[config.mk]
export PLATFORM = sky130hd
export DESIGN_NAME = pp_ctrl_h1_flat
export DESIGN_NICKNAME = d
export VERILOG_FILES = /design/src/rtl/pp_ctrl_h1_if.sv /design/src/rtl/pp_ctrl_h1.sv /design/src/flat_wrapper.sv
export SDC_FILE = /design/constraint.sdc
export NUM_CORES = 1
export LEC_CHECK = 0
export ABC_AREA = 1
export CORE_MARGIN = 3
export CORE_UTILIZATION = 44
export CTS_BUF_LIST = sky130_fd_sc_hd__clkbuf_4 sky130_fd_sc_hd__clkbuf_8
export DETAILED_ROUTE_END_ITERATION = 8
export MAX_ROUTING_LAYER = met4
export PLACE_DENSITY_LB_ADDON = 0.1
export RECOVER_POWER = 50
export SLEW_MARGIN = 10
export SYNTH_ARGS = -nofsm -noshare
export SYNTH_HDL_FRONTEND = slang
export SYNTH_SLANG_ARGS = --single-unit
[constraint.sdc]
create_clock -name clk -period 3.8 [get_ports clk]
set_input_delay 0.95 -clock clk [delete_from_list [all_inputs] [get_ports clk]]
set_output_delay 0.95 -clock clk [all_outputs]
set_load 0.01 [all_outputs]
[src/rtl/pp_ctrl_h1_if.sv]
// Start/valid handshake and arbitration bundle between pp_ctrl_h1 and the hidden-layer-1 neurons.
interface pp_ctrl_h1_if #(
    parameter int unsigned N = 8,
    parameter int unsigned W = 32
);
    localparam int unsigned IW = (N > 1) ? $clog2(N) : 1;

    // Sequencing inputs
    logic           TU_incre;
    logic           start_core_img;
    logic           any_spike_in;
    logic           li_mode;

    // Per-neuron handshakes and state
    logic [N-1:0]   valid_pp1;
    logic [N-1:0]   valid_pp2;
    logic [N-1:0]   valid_pp3m;
    logic [N-1:0]   valid_pp3;
    logic [N*W-1:0] potential;
    logic [N-1:0]   ref_flags;

    // Controller results
    logic           start_pp1;
    logic           start_pp2;
    logic           start_pp3;
    logic           start_pp3m;
    logic [N-1:0]   won_lost_hold;
    logic [IW-1:0]  winner_idx;
    logic           winner_valid;
    logic           tu_done;
    logic           busy;
    logic           err_timeout;
    logic           err_overrun;

    // Controller (initiator/arbiter) side
    modport master (
        input  TU_incre, start_core_img, any_spike_in, li_mode,
        input  valid_pp1, valid_pp2, valid_pp3m, valid_pp3, potential, ref_flags,
        output start_pp1, start_pp2, start_pp3, start_pp3m, won_lost_hold,
        output winner_idx, winner_valid, tu_done, busy, err_timeout, err_overrun
    );

    // Neuron array / environment side
    modport slave (
        output TU_incre, start_core_img, any_spike_in, li_mode,
        output valid_pp1, valid_pp2, valid_pp3m, valid_pp3, potential, ref_flags,
        input  start_pp1, start_pp2, start_pp3, start_pp3m, won_lost_hold,
        input  winner_idx, winner_valid, tu_done, busy, err_timeout, err_overrun
    );
endinterface

[src/rtl/pp_ctrl_h1.sv]
// Per-TU sequencer and winner-take-all arbiter for the hidden-layer-1 neuron array.
module pp_ctrl_h1 #(
    parameter int unsigned N       = 8,
    parameter int unsigned W       = 32,
    parameter int unsigned TIMEOUT = 4095
) (
    input  logic          clk,
    input  logic          rst_n,
    pp_ctrl_h1_if.master  bus
);
    localparam int unsigned IW = (N > 1) ? $clog2(N) : 1;
    localparam int unsigned CW = 12;

    typedef enum logic [2:0] {
        S_IDLE, S_W1, S_W2, S_W3M, S_ARB, S_W3, S_DONE
    } state_t;

    state_t                state_q, state_d;
    logic [N-1:0]          mask_q, mask_d;
    logic [CW-1:0]         cnt_q, cnt_d;
    logic [IW-1:0]         arb_idx_q, arb_idx_d;
    logic signed [W-1:0]   best_q, best_d;
    logic                  found_q, found_d;
    logic [IW-1:0]         best_idx_q, best_idx_d;

    logic                  start_pp1_q, start_pp1_d;
    logic                  start_pp2_q, start_pp2_d;
    logic                  start_pp3_q, start_pp3_d;
    logic                  start_pp3m_q, start_pp3m_d;
    logic [N-1:0]          wlh_q, wlh_d;
    logic [IW-1:0]         winner_idx_q, winner_idx_d;
    logic                  winner_valid_q, winner_valid_d;
    logic                  tu_done_q, tu_done_d;
    logic                  busy_q, busy_d;
    logic                  err_timeout_q, err_timeout_d;
    logic                  err_overrun_q, err_overrun_d;

    logic [N-1:0]          vsel;
    logic                  all_done;
    logic signed [W-1:0]   pot_sel;
    logic                  eligible;
    logic                  arb_take;
    logic                  found_n;
    logic [IW-1:0]         best_idx_n;

    // Valid vector that the current wait state listens to; the others are ignored
    always_comb begin
        vsel = '0;
        case (state_q)
            S_W1:    vsel = bus.valid_pp1;
            S_W2:    vsel = bus.valid_pp2;
            S_W3M:   vsel = bus.valid_pp3m;
            S_W3:    vsel = bus.valid_pp3;
            default: vsel = '0;
        endcase
    end

    assign all_done = &(mask_q | vsel);

    // One compare step of the serial arbiter; strict > keeps the lower index on ties
    always_comb begin
        pot_sel    = $signed(bus.potential[int'(arb_idx_q) * W +: W]);
        eligible   = !bus.ref_flags[arb_idx_q];
        arb_take   = eligible && (!found_q || (pot_sel > best_q));
        found_n    = found_q | eligible;
        best_idx_n = arb_take ? arb_idx_q : best_idx_q;
    end

    // Next-state and output logic
    always_comb begin
        state_d        = state_q;
        mask_d         = mask_q;
        cnt_d          = cnt_q;
        arb_idx_d      = arb_idx_q;
        best_d         = best_q;
        found_d        = found_q;
        best_idx_d     = best_idx_q;
        start_pp1_d    = 1'b0;
        start_pp2_d    = 1'b0;
        start_pp3_d    = 1'b0;
        start_pp3m_d   = 1'b0;
        tu_done_d      = 1'b0;
        wlh_d          = wlh_q;
        winner_idx_d   = winner_idx_q;
        winner_valid_d = winner_valid_q;
        err_timeout_d  = err_timeout_q;
        // A tick outside IDLE is always dropped and flagged
        err_overrun_d  = err_overrun_q | (bus.TU_incre && (state_q != S_IDLE));

        if (bus.start_core_img) begin
            state_d        = S_IDLE;
            mask_d         = '0;
            cnt_d          = '0;
            arb_idx_d      = '0;
            best_d         = '0;
            found_d        = 1'b0;
            best_idx_d     = '0;
            wlh_d          = '0;
            winner_idx_d   = '0;
            winner_valid_d = 1'b0;
        end else begin
            case (state_q)
                S_IDLE: begin
                    if (bus.TU_incre) begin
                        mask_d = '0;
                        cnt_d  = '0;
                        if (!bus.any_spike_in) begin
                            start_pp1_d = 1'b1;
                            state_d     = S_W1;
                        end else if (bus.li_mode) begin
                            start_pp2_d = 1'b1;
                            state_d     = S_W2;
                        end else begin
                            start_pp3_d = 1'b1;
                            state_d     = S_W3M;
                        end
                    end
                end
                S_W1, S_W2, S_W3M, S_W3: begin
                    mask_d = mask_q | vsel;
                    cnt_d  = cnt_q + CW'(1);
                    if (all_done) begin
                        mask_d = '0;
                        cnt_d  = '0;
                        if (state_q == S_W3M) begin
                            state_d    = S_ARB;
                            arb_idx_d  = '0;
                            best_d     = '0;
                            found_d    = 1'b0;
                            best_idx_d = '0;
                        end else begin
                            state_d   = S_DONE;
                            tu_done_d = 1'b1;
                        end
                    end else if (cnt_q == CW'(TIMEOUT - 1)) begin
                        // Abort the TU: no tu_done, back to IDLE
                        err_timeout_d = 1'b1;
                        mask_d        = '0;
                        cnt_d         = '0;
                        wlh_d         = '0;
                        state_d       = S_IDLE;
                    end
                end
                S_ARB: begin
                    found_d    = found_n;
                    best_d     = arb_take ? pot_sel : best_q;
                    best_idx_d = best_idx_n;
                    arb_idx_d  = arb_idx_q + IW'(1);
                    if (arb_idx_q == IW'(N - 1)) begin
                        start_pp3m_d   = 1'b1;
                        wlh_d          = found_n ? (N'(1) << best_idx_n) : '0;
                        winner_idx_d   = best_idx_n;
                        winner_valid_d = found_n;
                        arb_idx_d      = '0;
                        cnt_d          = '0;
                        mask_d         = '0;
                        state_d        = S_W3;
                    end
                end
                S_DONE: begin
                    wlh_d   = '0;
                    state_d = S_IDLE;
                end
                default: begin
                    state_d = S_IDLE;
                end
            endcase
        end

        busy_d = (state_d != S_IDLE);
    end

    // State and registered outputs
    always_ff @(posedge clk or negedge rst_n) begin
        if (!rst_n) begin
            state_q        <= S_IDLE;
            mask_q         <= '0;
            cnt_q          <= '0;
            arb_idx_q      <= '0;
            best_q         <= '0;
            found_q        <= 1'b0;
            best_idx_q     <= '0;
            start_pp1_q    <= 1'b0;
            start_pp2_q    <= 1'b0;
            start_pp3_q    <= 1'b0;
            start_pp3m_q   <= 1'b0;
            wlh_q          <= '0;
            winner_idx_q   <= '0;
            winner_valid_q <= 1'b0;
            tu_done_q      <= 1'b0;
            busy_q         <= 1'b0;
            err_timeout_q  <= 1'b0;
            err_overrun_q  <= 1'b0;
        end else begin
            state_q        <= state_d;
            mask_q         <= mask_d;
            cnt_q          <= cnt_d;
            arb_idx_q      <= arb_idx_d;
            best_q         <= best_d;
            found_q        <= found_d;
            best_idx_q     <= best_idx_d;
            start_pp1_q    <= start_pp1_d;
            start_pp2_q    <= start_pp2_d;
            start_pp3_q    <= start_pp3_d;
            start_pp3m_q   <= start_pp3m_d;
            wlh_q          <= wlh_d;
            winner_idx_q   <= winner_idx_d;
            winner_valid_q <= winner_valid_d;
            tu_done_q      <= tu_done_d;
            busy_q         <= busy_d;
            err_timeout_q  <= err_timeout_d;
            err_overrun_q  <= err_overrun_d;
        end
    end

    assign bus.start_pp1     = start_pp1_q;
    assign bus.start_pp2     = start_pp2_q;
    assign bus.start_pp3     = start_pp3_q;
    assign bus.start_pp3m    = start_pp3m_q;
    assign bus.won_lost_hold = wlh_q;
    assign bus.winner_idx    = winner_idx_q;
    assign bus.winner_valid  = winner_valid_q;
    assign bus.tu_done       = tu_done_q;
    assign bus.busy          = busy_q;
    assign bus.err_timeout   = err_timeout_q;
    assign bus.err_overrun   = err_overrun_q;

endmodule

[src/flat_wrapper.sv]
// flat-port wrapper written by rule: the top's interface ports become plain ports
module pp_ctrl_h1_flat 
#(
    parameter int unsigned N       = 8,
    parameter int unsigned W       = 32,
    parameter int unsigned TIMEOUT = 4095
)
  (clk, rst_n, bus_TU_incre, bus_start_core_img, bus_any_spike_in, bus_li_mode, bus_valid_pp1, bus_valid_pp2, bus_valid_pp3m, bus_valid_pp3, bus_potential, bus_ref_flags, bus_start_pp1, bus_start_pp2, bus_start_pp3, bus_start_pp3m, bus_won_lost_hold, bus_winner_idx, bus_winner_valid, bus_tu_done, bus_busy, bus_err_timeout, bus_err_overrun);
  pp_ctrl_h1_if #(.N(N), .W(W)) bus_i ();
  input  logic clk;
  input  logic rst_n;
  input wire logic [$bits(bus_i.TU_incre)-1:0] bus_TU_incre;
  input wire logic [$bits(bus_i.start_core_img)-1:0] bus_start_core_img;
  input wire logic [$bits(bus_i.any_spike_in)-1:0] bus_any_spike_in;
  input wire logic [$bits(bus_i.li_mode)-1:0] bus_li_mode;
  input wire logic [$bits(bus_i.valid_pp1)-1:0] bus_valid_pp1;
  input wire logic [$bits(bus_i.valid_pp2)-1:0] bus_valid_pp2;
  input wire logic [$bits(bus_i.valid_pp3m)-1:0] bus_valid_pp3m;
  input wire logic [$bits(bus_i.valid_pp3)-1:0] bus_valid_pp3;
  input wire logic [$bits(bus_i.potential)-1:0] bus_potential;
  input wire logic [$bits(bus_i.ref_flags)-1:0] bus_ref_flags;
  output wire logic [$bits(bus_i.start_pp1)-1:0] bus_start_pp1;
  output wire logic [$bits(bus_i.start_pp2)-1:0] bus_start_pp2;
  output wire logic [$bits(bus_i.start_pp3)-1:0] bus_start_pp3;
  output wire logic [$bits(bus_i.start_pp3m)-1:0] bus_start_pp3m;
  output wire logic [$bits(bus_i.won_lost_hold)-1:0] bus_won_lost_hold;
  output wire logic [$bits(bus_i.winner_idx)-1:0] bus_winner_idx;
  output wire logic [$bits(bus_i.winner_valid)-1:0] bus_winner_valid;
  output wire logic [$bits(bus_i.tu_done)-1:0] bus_tu_done;
  output wire logic [$bits(bus_i.busy)-1:0] bus_busy;
  output wire logic [$bits(bus_i.err_timeout)-1:0] bus_err_timeout;
  output wire logic [$bits(bus_i.err_overrun)-1:0] bus_err_overrun;
  assign bus_i.TU_incre = bus_TU_incre;
  assign bus_i.start_core_img = bus_start_core_img;
  assign bus_i.any_spike_in = bus_any_spike_in;
  assign bus_i.li_mode = bus_li_mode;
  assign bus_i.valid_pp1 = bus_valid_pp1;
  assign bus_i.valid_pp2 = bus_valid_pp2;
  assign bus_i.valid_pp3m = bus_valid_pp3m;
  assign bus_i.valid_pp3 = bus_valid_pp3;
  assign bus_i.potential = bus_potential;
  assign bus_i.ref_flags = bus_ref_flags;
  assign bus_start_pp1 = bus_i.start_pp1;
  assign bus_start_pp2 = bus_i.start_pp2;
  assign bus_start_pp3 = bus_i.start_pp3;
  assign bus_start_pp3m = bus_i.start_pp3m;
  assign bus_won_lost_hold = bus_i.won_lost_hold;
  assign bus_winner_idx = bus_i.winner_idx;
  assign bus_winner_valid = bus_i.winner_valid;
  assign bus_tu_done = bus_i.tu_done;
  assign bus_busy = bus_i.busy;
  assign bus_err_timeout = bus_i.err_timeout;
  assign bus_err_overrun = bus_i.err_overrun;
  pp_ctrl_h1 #(.N(N), .W(W), .TIMEOUT(TIMEOUT)) u_core (.clk(clk), .rst_n(rst_n), .bus(bus_i));
endmodule
==> flow_metrics.env <==
export IMPL_synthSimpleGateAreaFrac=0.2855
export IMPL_syn_avg_cell_area_um2=6.400
export IMPL_synth_area_um2=7020
export IMPL_slowest_delay_ns=0.46
export IMPL_path_cells="clkdlybuf4s50_1 > o21ai_0 > o22ai_1 > nor2_1 > a31oi_1 > ha_1 > nand2_1 > nand2_1 > nand2_1 > nand2_1 > nand2_1 > nand2_1 > a21oi_1 > nand4_1 > nand2_1 > nand2_1 > nand2_1 > nand2_2 > nand2_2 > nand2_4 > buf_12 > nand2_1 > o21ai_1"
export IMPL_cts_clk_slew_worst_paths_ns=0.09
export IMPL_fin_cells=1627
export IMPL_grt_overflow=0
export IMPL_worstPathArrival_ns=3.81
export IMPL_drv_slew=42
export IMPL_die_area_um2=17510
export IMPL_rsz0062_at_grt="yes"
export IMPL_fmax_mhz=281.2
export IMPL_critPathSlowestCell="clkdlybuf4s50_1"
export IMPL_viasPerCell=5.136
export IMPL_setup_viol=0
export IMPL_hp_class="register to register"
export IMPL_sw_frac_of_total=0.2697
export IMPL_grt_pass1_vias=8194
export IMPL_yosysSeqAreaShare=0.2923
export IMPL_synth_compound_area_share=0.2495
export IMPL_crit_fanout=16
export IMPL_pin_count=322
export IMPL_period_needed_ns=3.557
export IMPL_post_dp_hpwl_um=19440
export IMPL_peakVddDrop_uv=158.7
export IMPL_dp_slack_ns=-0.2534
export IMPL_drt_pass1_iterations=6
export IMPL_clk_latency_ns=0.37
export IMPL_cp_end_kind="register"
export IMPL_place_inst=1610
export IMPL_clock_path_buffers=2
export IMPL_p_leak_nw=4.688
export IMPL_synth_xor_area_frac=0.009980
export IMPL_status="complete, but fails checks"
export IMPL_gp_congestion=0.9186
export IMPL_drive_above_1_share=0.08198
export IMPL_die_w_um=132.3
export IMPL_seq_power_share=0.389
export IMPL_cpLargestDelayFamily="simple AND/OR/NAND/NOR gates"
export IMPL_start_util=0.4551
export IMPL_synthAdderAreaFrac=0.06416
export IMPL_nFillCells=1362
export IMPL_crit_buf_inv=2
export IMPL_synth_seq_cells=82
export IMPL_internal_power_mw=1.675
export IMPL_synth_top_cells_by_area="dfrtp_1 (29%), nor2_1 (15%), o21ai_0 (10%)"
export IMPL_p_switching_mw=0.6188
export IMPL_fp_dieH_um=132.3
export IMPL_worst_slack_ns=0.2434
export IMPL_clkPwrFrac=0.318
export IMPL_finalWirelength_um=24940
export IMPL_ys_warn_count=0
export IMPL_muxShareOfSynthArea=0
export IMPL_period_share=0.9359
export IMPL_path_class="primary input to register"
export IMPL_area_growth_pct=55.60
export IMPL_hold_buffers=0
export IMPL_crit_required_ns=4.05
export IMPL_maxSlewHeadroom=-0.4529
export IMPL_register_area_um2=2057
export IMPL_grt_max_degree=69
export IMPL_numCtsBuffers=9
export IMPL_post_cts_setup_buffers=0
export IMPL_maxCapViolations=1
export IMPL_fin_skew_ns=0.01050
export IMPL_syn_nets=1435
export IMPL_postRouteAntennaNets=0
export IMPL_combPwrFrac=0.292
export IMPL_critPathLaunchType="primary input"
export IMPL_cts_tree="done"
export IMPL_powerDensity_nw_per_um2=210.0
export IMPL_numPortBuffers=321
export IMPL_grt_usage=0.2855
export IMPL_yosysTopAreaCellShare=0.2923
export IMPL_ys_flop_type="dfrtp_1"
export IMPL_drt_initial_drc_count=531
export IMPL_synth_top_area_cell="dfrtp_1"
export IMPL_violations="capacitance limit, slew limit"
export IMPL_cts_root_buf="clkbuf_8"
export IMPL_ys_types=38
export IMPL_h_tree_depth=3
export IMPL_synth_top_family_by_area="simple AND/OR/NAND/NOR gates"
export IMPL_async_flop_share=1.000
export IMPL_fin_nets=1748
export IMPL_multi_input_area_um2=4320
export IMPL_synth_edf_count=0
export IMPL_tightestPinTransition_ns=2.179
export IMPL_vias=8357
export IMPL_cp_common_cell="nand2_1"
export IMPL_rows=45
export IMPL_synthCells=1097
export IMPL_antenna_found_initial=1
export IMPL_grt_pass1_wl_um=40100
export IMPL_hold_violations=0
export IMPL_core_area_um2=15430
export IMPL_wl_per_cell_um=15.33
export IMPL_cts_sinks=82
export IMPL_drc_errors=0
[flip-flops by register name (all words and copies together), names as in the netlist]
signal and count:
u_core.arb_idx_q 3, u_core.best_idx_q 3, u_core.best_q 32, u_core.bus.busy 1
u_core.bus.err_overrun 1, u_core.bus.err_timeout 1, u_core.bus.start_pp1 1, u_core.bus.start_pp2 1
u_core.bus.start_pp3 1, u_core.bus.start_pp3m 1, u_core.bus.tu_done 1, u_core.bus.winner_idx 3
u_core.bus.winner_valid 1, u_core.bus.won_lost_hold 8, u_core.cnt_q 12, u_core.found_q 1
u_core.mask_q 8, u_core.state_q 3
[path summary, 6_finish.rpt]
| kind | startpoint | end | slack [ns] | depth (start not counted) |
|---|---|---|---|---|
| worst max-delay path | bus_potential[169] | u_core.best_q[1] | 0.24 | 23 |
| worst min-delay path | u_core.bus.won_lost_hold[5] | u_core.bus.won_lost_hold[5] | 0.48 | 2 |
| worst max register to register | u_core.arb_idx_q[0] | u_core.best_q[1] | 0.32 | 24 |
| worst min register to register | u_core.bus.won_lost_hold[5] | u_core.bus.won_lost_hold[5] | 0.48 | 2 |
| max in group asynchronous | rst_n | u_core.arb_idx_q[0] | 1.06 | 1 |
| min in group asynchronous | rst_n | u_core.best_q[9] | 1.21 | 1 |
[kinds of logic after synthesis]
family / Yosys count
fa+ha+maj: 36
flops: 82
xor+xnor: 8
simple gates: 501
buf+inv: 171
compound gates: 299
[layer usage]
layer	track usage	share of wire
met5	-	0
met4	0.07564	0.020
met3	0.05382	0.059
met2	0.4883	0.49
met1	0.3475	0.43
[cell type report]
cell class | count | share of cell area
inverters | 111 | 0.03825
flip-flops and latches | 82 | 0.1883
clock inverters | 6 | 0.008246
well taps | 211 | 0.02417
clock buffers | 10 | 0.01260
repair buffers | 362 | 0.3327
multi-input cells | 844 | 0.3955
diodes | 1 | 0.0002291
[worst register-to-register path, stage by stage, from the launching register on]
cell and delay (ns):
dfrtp_4 0.53, clkinv_2 0.13, buf_12 0.24, o21ai_0 0.19
o22ai_1 0.16, nor2_1 0.06, a31oi_1 0.26, ha_1 0.30
nand2_1 0.06, nand2_1 0.05, nand2_1 0.05, nand2_1 0.04
nand2_1 0.05, nand2_1 0.07, a21oi_1 0.17, nand4_1 0.10
nand2_1 0.08, nand2_1 0.06, nand2_1 0.09, nand2_2 0.10
nand2_2 0.12, nand2_4 0.12, buf_12 0.18, nand2_1 0.07
o21ai_1 0.07
[per-stage QoR]
stage                     hold slack (ns)    util  cell area [µm²]  total power, mW  TNS, ns
after global placement             0.4624  0.6909            10660            1.569   -4.731
final                              0.4803  0.7081            10920            2.294        0
after global routing               0.4992  0.7081            10920            2.402  -0.1421
after detailed placement           0.4636  0.6909            10660            1.577   -8.682
after CTS                          0.4885  0.7057            10890            2.301        0
after floorplan                    0.4548       -             7020            1.160        0
[cell usage in the layout, fill, tap and decap left out, types with 8 or more instances in the layout]
cell type | Yosys | final
nor3_1 | 12 | 12
inv_1 | 105 | 103
o22ai_1 | 49 | 49
buf_12 | 0 | 10
a21oi_1 | 21 | 21
clkdlybuf4s50_1 | 0 | 318
clkbuf_8 | 0 | 10
nand3_1 | 12 | 12
o21ai_0 | 146 | 146
o21ai_2 | 28 | 28
o21ai_1 | 8 | 8
nand2_1 | 182 | 180
dfrtp_1 | 82 | 80
buf_4 | 0 | 29
a31oi_1 | 32 | 27
nor2_1 | 274 | 271
ha_1 | 36 | 36
[synthesized netlist by cell type, drive strengths merged, types with 3 or more instances]
library cell,number
nand4,6
o21bai,5
nand3,16
o22ai,49
o221ai,3
buf,15
clkbuf,45
nor2,275
inv,109
nor3,12
a21oi,21
xor2,7
ha,36
nand2,186
dfrtp,82
o21ai,182
a31oi,32
[repair_timing]
action | CTS | global route
endpoints found under the setup margin | 0 | 43
hold endpoints to repair | 0 | 0
gates resized for setup | 0 | 10
[power groups by stage]
stage	clock (mW)	sequential, mW	combinational (mW)
floorplan	0	0.911	0.249
global placement	0	0.910	0.659
detailed placement	0	0.911	0.667
CTS	0.737	0.893	0.671
global route	0.774	0.895	0.733
finish	0.731	0.893	0.671
Note: power is estimated with default switching activity, not from simulation.
